--- config.mk ---
export PLATFORM = sky130hd
export DESIGN_NAME = pong_game_ctrl
export DESIGN_NICKNAME = d
export VERILOG_FILES = /design/src/rtl/pong_pkg.sv /design/src/rtl/pong_edge_tick.sv /design/src/rtl/pong_game_ctrl.sv
export SDC_FILE = /design/constraint.sdc
export NUM_CORES = 1
export LEC_CHECK = 0
export ABC_AREA = 1
export BUFFER_PORTS_ARGS = -buffer_cell sky130_fd_sc_hd__buf_2
export CORE_MARGIN = 8
export CORE_UTILIZATION = 59
export DETAILED_ROUTE_END_ITERATION = 8
export PLACE_DENSITY_LB_ADDON = 0.2
export SKIP_LAST_GASP = 1
export SLEW_MARGIN = 40
export SYNTH_ARGS = -nofsm -noshare
export SYNTH_HDL_FRONTEND = slang
export SYNTH_HIERARCHICAL = 1
export SYNTH_SLANG_ARGS = --single-unit
--- constraint.sdc ---
create_clock -name clk -period 3.9 [get_ports clk]
set_input_delay 0.195 -clock clk [delete_from_list [all_inputs] [get_ports clk]]
set_output_delay 0.195 -clock clk [all_outputs]
set_load 0.02 [all_outputs]
--- src/rtl/pong_pkg.sv ---
// Shared Pong definitions: sequencer state encoding, default screen/paddle
// geometry and the derived-position helpers. The video pattern generator
// uses the same helpers, so the drawn geometry matches the game logic.
package pong_pkg;

  typedef enum logic [2:0] {
    ST_IDLE,
    ST_WAIT,
    ST_STEP,
    ST_HIT,
    ST_SCORE,
    ST_SERVE
  } pong_state_t;

  localparam int PONG_H_ACTIVE     = 640;
  localparam int PONG_V_ACTIVE     = 480;
  localparam int PONG_BALL         = 8;
  localparam int PONG_PAD_W        = 8;
  localparam int PONG_PAD_H        = 64;
  localparam int PONG_PAD_X        = 16;
  localparam int PONG_SPEED        = 4;
  localparam int PONG_MAX_SCORE    = 9;
  localparam int PONG_SERVE_FRAMES = 60;

  // Ball top-left X when centred horizontally.
  function automatic int pong_cx(input int h_active, input int ball);
    return (h_active - ball) / 2;
  endfunction

  // Ball top-left Y when centred vertically.
  function automatic int pong_cy(input int v_active, input int ball);
    return (v_active - ball) / 2;
  endfunction

  // Ball X at which its left edge touches the left paddle face.
  function automatic int pong_lface(input int pad_x, input int pad_w);
    return pad_x + pad_w;
  endfunction

  // Ball X at which its right edge touches the right paddle face.
  function automatic int pong_rface(input int h_active, input int pad_x,
                                    input int pad_w, input int ball);
    return h_active - pad_x - pad_w - ball;
  endfunction

endpackage

--- src/rtl/pong_edge_tick.sv ---
// Frame tick generator: delays vs by one clock and flags its rising edge.
//   i_clk   pixel clock
//   i_reset synchronous active-high reset
//   i_vs    vertical sync from the video generator
//   o_tick  high for the single cycle where vs is 1 and was 0 last cycle
module pong_edge_tick (
  input  logic i_clk,
  input  logic i_reset,
  input  logic i_vs,
  output logic o_tick
);

  logic r_vs_d;

  always_ff @(posedge i_clk) begin
    if (i_reset) begin
      r_vs_d <= 1'b0;
    end else begin
      r_vs_d <= i_vs;
    end
  end

  assign o_tick = i_vs & ~r_vs_d;

endmodule

--- src/rtl/pong_game_ctrl.sv ---
// Pong game sequencer. Moves the ball once per video frame, bounces it off
// the top/bottom walls and the paddles, keeps score, holds the ball at the
// centre for a serve delay after each point and stops at game over.
//   clk          pixel clock
//   reset        synchronous active-high reset
//   vs           vertical sync; its rising edge is the frame tick
//   run          1 = play, 0 = pause
//   pongbar1_y   left paddle top Y
//   pongbar2_y   right paddle top Y
//   bal_x/bal_y  ball top-left position
//   score1/2     left/right player score
//   game_over    a player has reached MAX_SCORE
//   frame_update one-cycle pulse when a new ball position is presented
module pong_game_ctrl
  import pong_pkg::*;
#(
  parameter int H_ACTIVE     = PONG_H_ACTIVE,
  parameter int V_ACTIVE     = PONG_V_ACTIVE,
  parameter int BALL         = PONG_BALL,
  parameter int PAD_W        = PONG_PAD_W,
  parameter int PAD_H        = PONG_PAD_H,
  parameter int PAD_X        = PONG_PAD_X,
  parameter int SPEED        = PONG_SPEED,
  parameter int MAX_SCORE    = PONG_MAX_SCORE,
  parameter int SERVE_FRAMES = PONG_SERVE_FRAMES
) (
  input  logic        clk,
  input  logic        reset,
  input  logic        vs,
  input  logic        run,
  input  logic [15:0] pongbar1_y,
  input  logic [15:0] pongbar2_y,
  output logic [15:0] bal_x,
  output logic [15:0] bal_y,
  output logic [3:0]  score1,
  output logic [3:0]  score2,
  output logic        game_over,
  output logic        frame_update
);

  localparam int CNT_W = $clog2(SERVE_FRAMES + 1);

  localparam logic [16:0] CX17    = 17'(pong_cx(H_ACTIVE, BALL));
  localparam logic [16:0] CY17    = 17'(pong_cy(V_ACTIVE, BALL));
  localparam logic [16:0] LFACE17 = 17'(pong_lface(PAD_X, PAD_W));
  localparam logic [16:0] RFACE17 = 17'(pong_rface(H_ACTIVE, PAD_X, PAD_W, BALL));
  localparam logic [16:0] XMAX17  = 17'(H_ACTIVE - BALL);
  localparam logic [16:0] YMAX17  = 17'(V_ACTIVE - BALL);
  localparam logic [16:0] SPD17   = 17'(SPEED);
  localparam logic [16:0] BALL17  = 17'(BALL);
  localparam logic [16:0] PADH17  = 17'(PAD_H);
  localparam logic [15:0] PMAX16  = 16'(V_ACTIVE - PAD_H);
  localparam logic [3:0]  MAX4    = 4'(MAX_SCORE);
  localparam logic [CNT_W-1:0] SERVE_LD = CNT_W'(SERVE_FRAMES);

  // Subtract one step, stopping at 0 instead of wrapping.
  function automatic logic [16:0] step_dec(input logic [16:0] v);
    return (v < SPD17) ? 17'd0 : v - SPD17;
  endfunction

  function automatic logic [16:0] clamp_hi(input logic [16:0] v,
                                           input logic [16:0] hi);
    return (v > hi) ? hi : v;
  endfunction

  // Keep a paddle fully on screen.
  function automatic logic [15:0] clamp_pad(input logic [15:0] p);
    return (p > PMAX16) ? PMAX16 : p;
  endfunction

  function automatic logic [3:0] sat_inc(input logic [3:0] s);
    return (s >= MAX4) ? MAX4 : s + 4'd1;
  endfunction

  pong_state_t      r_state;
  logic [15:0]      r_x, r_y, r_x_prev, r_pb1, r_pb2;
  logic             r_dir_x_right, r_dir_y_down;
  logic [3:0]       r_score1, r_score2;
  logic             r_game_over, r_frame_update;
  logic [CNT_W-1:0] r_serve_cnt;
  logic             r_left_scored;

  logic             w_tick;
  logic [16:0]      w_x17, w_y17, w_xp17, w_x_step, w_y_step;
  logic             w_flip_y;
  logic             w_ovl1, w_ovl2, w_hit_l, w_hit_r, w_miss_l, w_miss_r;
  logic             w_final;

  pong_edge_tick u_edge_tick (
    .i_clk   (clk),
    .i_reset (reset),
    .i_vs    (vs),
    .o_tick  (w_tick)
  );

  assign w_x17  = {1'b0, r_x};
  assign w_y17  = {1'b0, r_y};
  assign w_xp17 = {1'b0, r_x_prev};

  // ---- STEP: next position, X clamped to the screen, Y reflected at walls
  always_comb begin
    w_x_step = w_x17;
    w_y_step = w_y17;
    w_flip_y = 1'b0;
    if (r_dir_x_right) begin
      w_x_step = clamp_hi(w_x17 + SPD17, XMAX17);
    end else begin
      w_x_step = step_dec(w_x17);
    end
    if (r_dir_y_down) begin
      w_y_step = w_y17 + SPD17;
      if (w_y_step >= YMAX17) begin
        w_y_step = YMAX17;
        w_flip_y = 1'b1;
      end
    end else if (w_y17 <= SPD17) begin
      w_y_step = 17'd0;
      w_flip_y = 1'b1;
    end else begin
      w_y_step = w_y17 - SPD17;
    end
  end

  // ---- HIT: paddle overlap and face crossing on the stepped position.
  // A bounce needs the ball to cross the face during this frame, so a ball
  // already behind the paddle can only run on to the screen edge.
  assign w_ovl1 = (w_y17 + BALL17 > {1'b0, r_pb1}) && (w_y17 < {1'b0, r_pb1} + PADH17);
  assign w_ovl2 = (w_y17 + BALL17 > {1'b0, r_pb2}) && (w_y17 < {1'b0, r_pb2} + PADH17);

  assign w_hit_l  = ~r_dir_x_right && (w_xp17 > LFACE17) && (w_x17 <= LFACE17) && w_ovl1;
  assign w_hit_r  =  r_dir_x_right && (w_xp17 < RFACE17) && (w_x17 >= RFACE17) && w_ovl2;
  assign w_miss_l = ~r_dir_x_right && (w_x17 == 17'd0);
  assign w_miss_r =  r_dir_x_right && (w_x17 == XMAX17);

  // ---- SCORE: the score bumped in HIT decides whether the game is over
  assign w_final = r_left_scored ? (r_score1 == MAX4) : (r_score2 == MAX4);

  always_ff @(posedge clk) begin
    if (reset) begin
      r_state        <= ST_IDLE;
      r_x            <= CX17[15:0];
      r_y            <= CY17[15:0];
      r_x_prev       <= CX17[15:0];
      r_pb1          <= '0;
      r_pb2          <= '0;
      r_dir_x_right  <= 1'b1;
      r_dir_y_down   <= 1'b1;
      r_score1       <= '0;
      r_score2       <= '0;
      r_game_over    <= 1'b0;
      r_frame_update <= 1'b0;
      r_serve_cnt    <= '0;
      r_left_scored  <= 1'b0;
    end else begin
      r_frame_update <= 1'b0;
      case (r_state)
        ST_IDLE: begin
          r_x <= CX17[15:0];
          r_y <= CY17[15:0];
          if (run) begin
            // A finished game is cleared first; play starts a cycle later.
            if (r_game_over) begin
              r_score1    <= '0;
              r_score2    <= '0;
              r_game_over <= 1'b0;
            end else begin
              r_state <= ST_WAIT;
            end
          end
        end
        ST_WAIT: begin
          if (w_tick && run) begin
            r_pb1   <= clamp_pad(pongbar1_y);
            r_pb2   <= clamp_pad(pongbar2_y);
            r_state <= ST_STEP;
          end
        end
        ST_STEP: begin
          r_x_prev <= r_x;
          r_x      <= w_x_step[15:0];
          r_y      <= w_y_step[15:0];
          if (w_flip_y) begin
            r_dir_y_down <= ~r_dir_y_down;
          end
          r_state <= ST_HIT;
        end
        ST_HIT: begin
          if (w_hit_l) begin
            r_x            <= LFACE17[15:0];
            r_dir_x_right  <= 1'b1;
            r_frame_update <= 1'b1;
            r_state        <= ST_WAIT;
          end else if (w_hit_r) begin
            r_x            <= RFACE17[15:0];
            r_dir_x_right  <= 1'b0;
            r_frame_update <= 1'b1;
            r_state        <= ST_WAIT;
          end else if (w_miss_l) begin
            r_score2      <= sat_inc(r_score2);
            r_left_scored <= 1'b0;
            r_state       <= ST_SCORE;
          end else if (w_miss_r) begin
            r_score1      <= sat_inc(r_score1);
            r_left_scored <= 1'b1;
            r_state       <= ST_SCORE;
          end else begin
            r_frame_update <= 1'b1;
            r_state        <= ST_WAIT;
          end
        end
        ST_SCORE: begin
          r_x <= CX17[15:0];
          r_y <= CY17[15:0];
          if (w_final) begin
            r_game_over <= 1'b1;
            r_state     <= ST_IDLE;
          end else begin
            // Serve toward the player who just conceded.
            r_dir_x_right  <= r_left_scored;
            r_serve_cnt    <= SERVE_LD;
            r_frame_update <= 1'b1;
            r_state        <= ST_SERVE;
          end
        end
        ST_SERVE: begin
          r_x <= CX17[15:0];
          r_y <= CY17[15:0];
          // Serve delay counts frames even while paused.
          if (r_serve_cnt == '0) begin
            r_state <= ST_WAIT;
          end else if (w_tick) begin
            r_serve_cnt <= r_serve_cnt - 1'b1;
            if (r_serve_cnt == CNT_W'(1)) begin
              r_state <= ST_WAIT;
            end
          end
        end
        default: r_state <= ST_IDLE;
      endcase
    end
  end

  assign bal_x        = r_x;
  assign bal_y        = r_y;
  assign score1       = r_score1;
  assign score2       = r_score2;
  assign game_over    = r_game_over;
  assign frame_update = r_frame_update;

endmodule

==> flow_summary.ini <==
[route]
drc = 0
post_drt_wl_per_cell_um = 14.5
final_antenna_net_count = 0
detail_route.iter0.violations = 714
via_count_of_the_routed_design = 7742
wl_um = 20600
vias_per_cell = 5.45
drt_pass1_iterations = 5

[cts]
clk_root_buffer_cell = clkbuf_16
insertion_delay_ps = 360
tritoncts_clock_tree = done
cts-resized-gates = 0
cts.path.max_buffers = 2
cts_htree_levels = 3
cts_setup_buffers = 0
cts_buffers = 9
clock_sink_count = 97
postCtsHoldBufs = 0
clk_pin_slew_worst_paths_ps = 70

[logic_synthesis]
syn-cell-area_um2 = 7650
synthArstFlopShare = 0
yosys_warnings = 6
post_syn_instances = 1186
synth.ff_latch_count = 97
number_of_enable_type_register_cells_in_the_synthesized_netlist = 0
netlist_top_cells_area = dfxtp_1 (25%), nand2_1 (14%), ha_1 (13%)
yosys.area.top_type_share = 0.254
post_synth_top_cells = nand2_1 (290), inv_1 (148), nor2_1 (133)
synth.yosys.seq_area_share = 0.254
post-synth-top-count-cell = nand2_1
synth.largest_area_cell = dfxtp_1
postSynth.topFlopCell = dfxtp_1
postSynthAreaPerCell_um2 = 6.45
yosysUniqueCellTypes = 47

[global_routing]
grt_first_pass_wirelength_um = 34600
maximum_number_of_pins_on_one_net_before_global_route_repair = 42
global_route.usage.total = 0.254
grt_overflow = 0
antenna_violations_before_repair = 0
first_global_vias = 7115

[power]
power.net_switching_w = 0.00208
pwr-share-comb = 0.480
power_per_cell_area_nw_per_um2 = 526
proportion_of_total_power_due_to_net_switching = 0.469
design_power_total_w = 0.00443
clock_power_share = 0.206
maximum_vdd_drop_mv = 0.340
power.sequential.fraction = 0.314
p_leak_nw = 4.08
p_int_w = 0.00235

[floorplan]
die-width_um = 130
die_h_um = 130
initial_utilization = 0.604
ios = 78
die_area_um2 = 16900
fp.coreArea_um2 = 12700
placementRows = 41

[sta]
tns_ps = 0
final.min_clock_period_ps = 3420
worst-slew-pin-transition_ps = 808
min_period_over_period = 0.878
maxSlewHeadroom = 0.462
highest_clock_frequency_the_design_can_meet_ghz = 0.292
worst_case_clock_skew_ps = 10.8
hold_viol_final = 0
final-max-slew-violation-count = 0
rsz0062_at_grt = no
setup_violations = 0

[worst_setup_path]
reg2reg_depth = 18
critical_path_required_ps = 4200
reg2reg_to = score1[3]$_SDFFE_PP0P_
r2r-start = bal_y[3]$_SDFFE_PP1P_
worst-r2r-setup-slack_ps = 480
critical_path.cell_chain = ha_1 -> nand3_1 -> nor3_1 -> nand2_1 -> xor2_1 -> ha_1 -> nand3_1 -> nor3_1 -> nand3_1 -> nand3_1 -> nor2_1 -> nand3_1 -> nand2_1 -> nand2_1 -> nand3_1 -> nand2_1 -> nand2_1 -> nor2_1
worst_ep_arrival_time_ps = 3730
end_kind = flop
worst_setup_path_start_kind = flop
cpMaxStageDelayCell = dfxtp_1
timing.setup.critical_path_class = flop to flop
worst_path_most_repeated_cell = nand3_1
worst_path_largest_cell_delay_ps = 500
timing.critical_path.fanout_max = 8

[layout]
n_antenna_cell = 0
syn2layout_area_growth_pct = 9.97
fin_nets = 1358
layout.area.seq_um2 = 1940
filler_cell_count = 1215
fraction_of_final_layout_cells_sized_beyond_drive_strength_1 = 0.103
multi_input_comb_area_um2 = 4960

[hold_path]
worstHoldStart = vs
holdCritPathClass = primary input to flop
hold_path_end = u_edge_tick/r_vs_d$_SDFF_PP0_
hold-path-cell-count = 3

[placement]
io_buffers = 73
hpwl_um = 15900
gp_congestion = 0.949

[status]
outcome = completed

[job]
cap_violations = 0
[power groups by stage]
stage	sequential, W	clock (W)	combinational, W
finish	0.00139	0.000911	0.00213
global placement	0.00140	0	0.00206
CTS	0.00138	0.000920	0.00211
detailed placement	0.00140	0	0.00209
floorplan	0.00142	0	0.00153
global route	0.00142	0.000967	0.00242
[worst max-delay path, delay by kind of cell (launching register included)]
family | cells | cell delay [ps]
flops | 1 | 500
fa+ha+maj | 2 | 610
simple gates | 15 | 2100
xor+xnor | 1 | 170
[state kept, by name, indices dropped and copies added, names as in the netlist]
| register | count |
|---|---|
| r_dir_x_right | 1 |
| score2 | 4 |
| frame_update | 1 |
| u_edge_tick/r_vs_d | 1 |
| r_pb2 | 16 |
| r_left_scored | 1 |
| r_state | 3 |
| bal_y | 14 |
| game_over | 1 |
| bal_x | 14 |
| r_dir_y_down | 1 |
| r_serve_cnt | 6 |
| score1 | 4 |
| r_x_prev | 14 |
| r_pb1 | 16 |
[per-stage QoR]
| stage | instances | setup slack (ps) | utilization | hold WS, ps | instance area (um^2) |
|---|---|---|---|---|---|
| after floorplan | 1189 | 833 | - | 267 | 7670 |
| after global placement | 1406 | 644 | 0.641 | 412 | 8130 |
| after detailed placement | 1406 | 555 | 0.641 | 420 | 8130 |
| after CTS | 1420 | 528 | 0.664 | 40.1 | 8420 |
| after global routing | 1420 | 135 | 0.664 | 68.5 | 8420 |
| final | 1420 | 477 | 0.664 | 42.5 | 8420 |
[cells by family after synthesis]
kind of cell | synth area share
AOI/OAI and AO/OA | 0.121
xor gates and xnor gates | 0.0664
adders and majority gates | 0.126
buffers and inverters | 0.100
DFF | 0.254
other | 0.000490
and+or+nand+nor | 0.333
[how the worst max path moves through the flow]
stage / from / to / slack [ps] / cells after the start
2_1_floorplan: bal_y[3]$_SDFFE_PP1P_ / bal_x[8]$_SDFFE_PP1P_ / 830 / 21
3_3_place_gp: bal_y[3]$_SDFFE_PP1P_ / score1[2]$_SDFFE_PP0P_ / 640 / 17
3_5_place_dp: bal_y[3]$_SDFFE_PP1P_ / score1[3]$_SDFFE_PP0P_ / 560 / 18
4_1_cts: bal_y[3]$_SDFFE_PP1P_ / score1[3]$_SDFFE_PP0P_ / 530 / 18
5_1_grt: bal_y[3]$_SDFFE_PP1P_ / score1[3]$_SDFFE_PP0P_ / 140 / 18
6_report: bal_y[3]$_SDFFE_PP1P_ / score1[3]$_SDFFE_PP0P_ / 480 / 18
[cell usage in the layout (no fill, tap or decap), types with 3 or more instances in the layout]
cell,n
nand3_1,73
nand4_1,14
xor2_1,51
xnor2_1,7
nor2_1,131
o21ai_1,3
o21a_1,4
nor3_1,45
inv_1,148
o211ai_1,6
buf_2,73
inv_2,3
nor4_1,5
or2_2,4
nand2_1,290
ha_1,77
clkbuf_16,9
dfxtp_1,97
clkinv_1,3
o21ai_0,61
nor2_4,3
nor2_2,13
conb_1,4
buf_4,8
a211oi_1,7
nand2_2,4
a21oi_1,77
inv_6,3
[layout make-up]
type / count / area share
clock buffer: 9 / 0.0268
clock inverter: 5 / 0.00773
inverter: 155 / 0.0694
multi-input combinational: 901 / 0.589
sequential: 97 / 0.231
tap: 172 / 0.0256
timing repair buffer: 81 / 0.0505
[routing by layer]
layer  up-vias  wire length (um)  track usage  share of wire
met3        38              1320       0.0432          0.064
met5         -                 0            0              0
li1       3947                 -            -              -
met4         0               567        0.109          0.028
met2       259              9020        0.394           0.44
met1      3498              9680        0.339           0.47
Note: power is estimated with default switching activity, not from simulation.
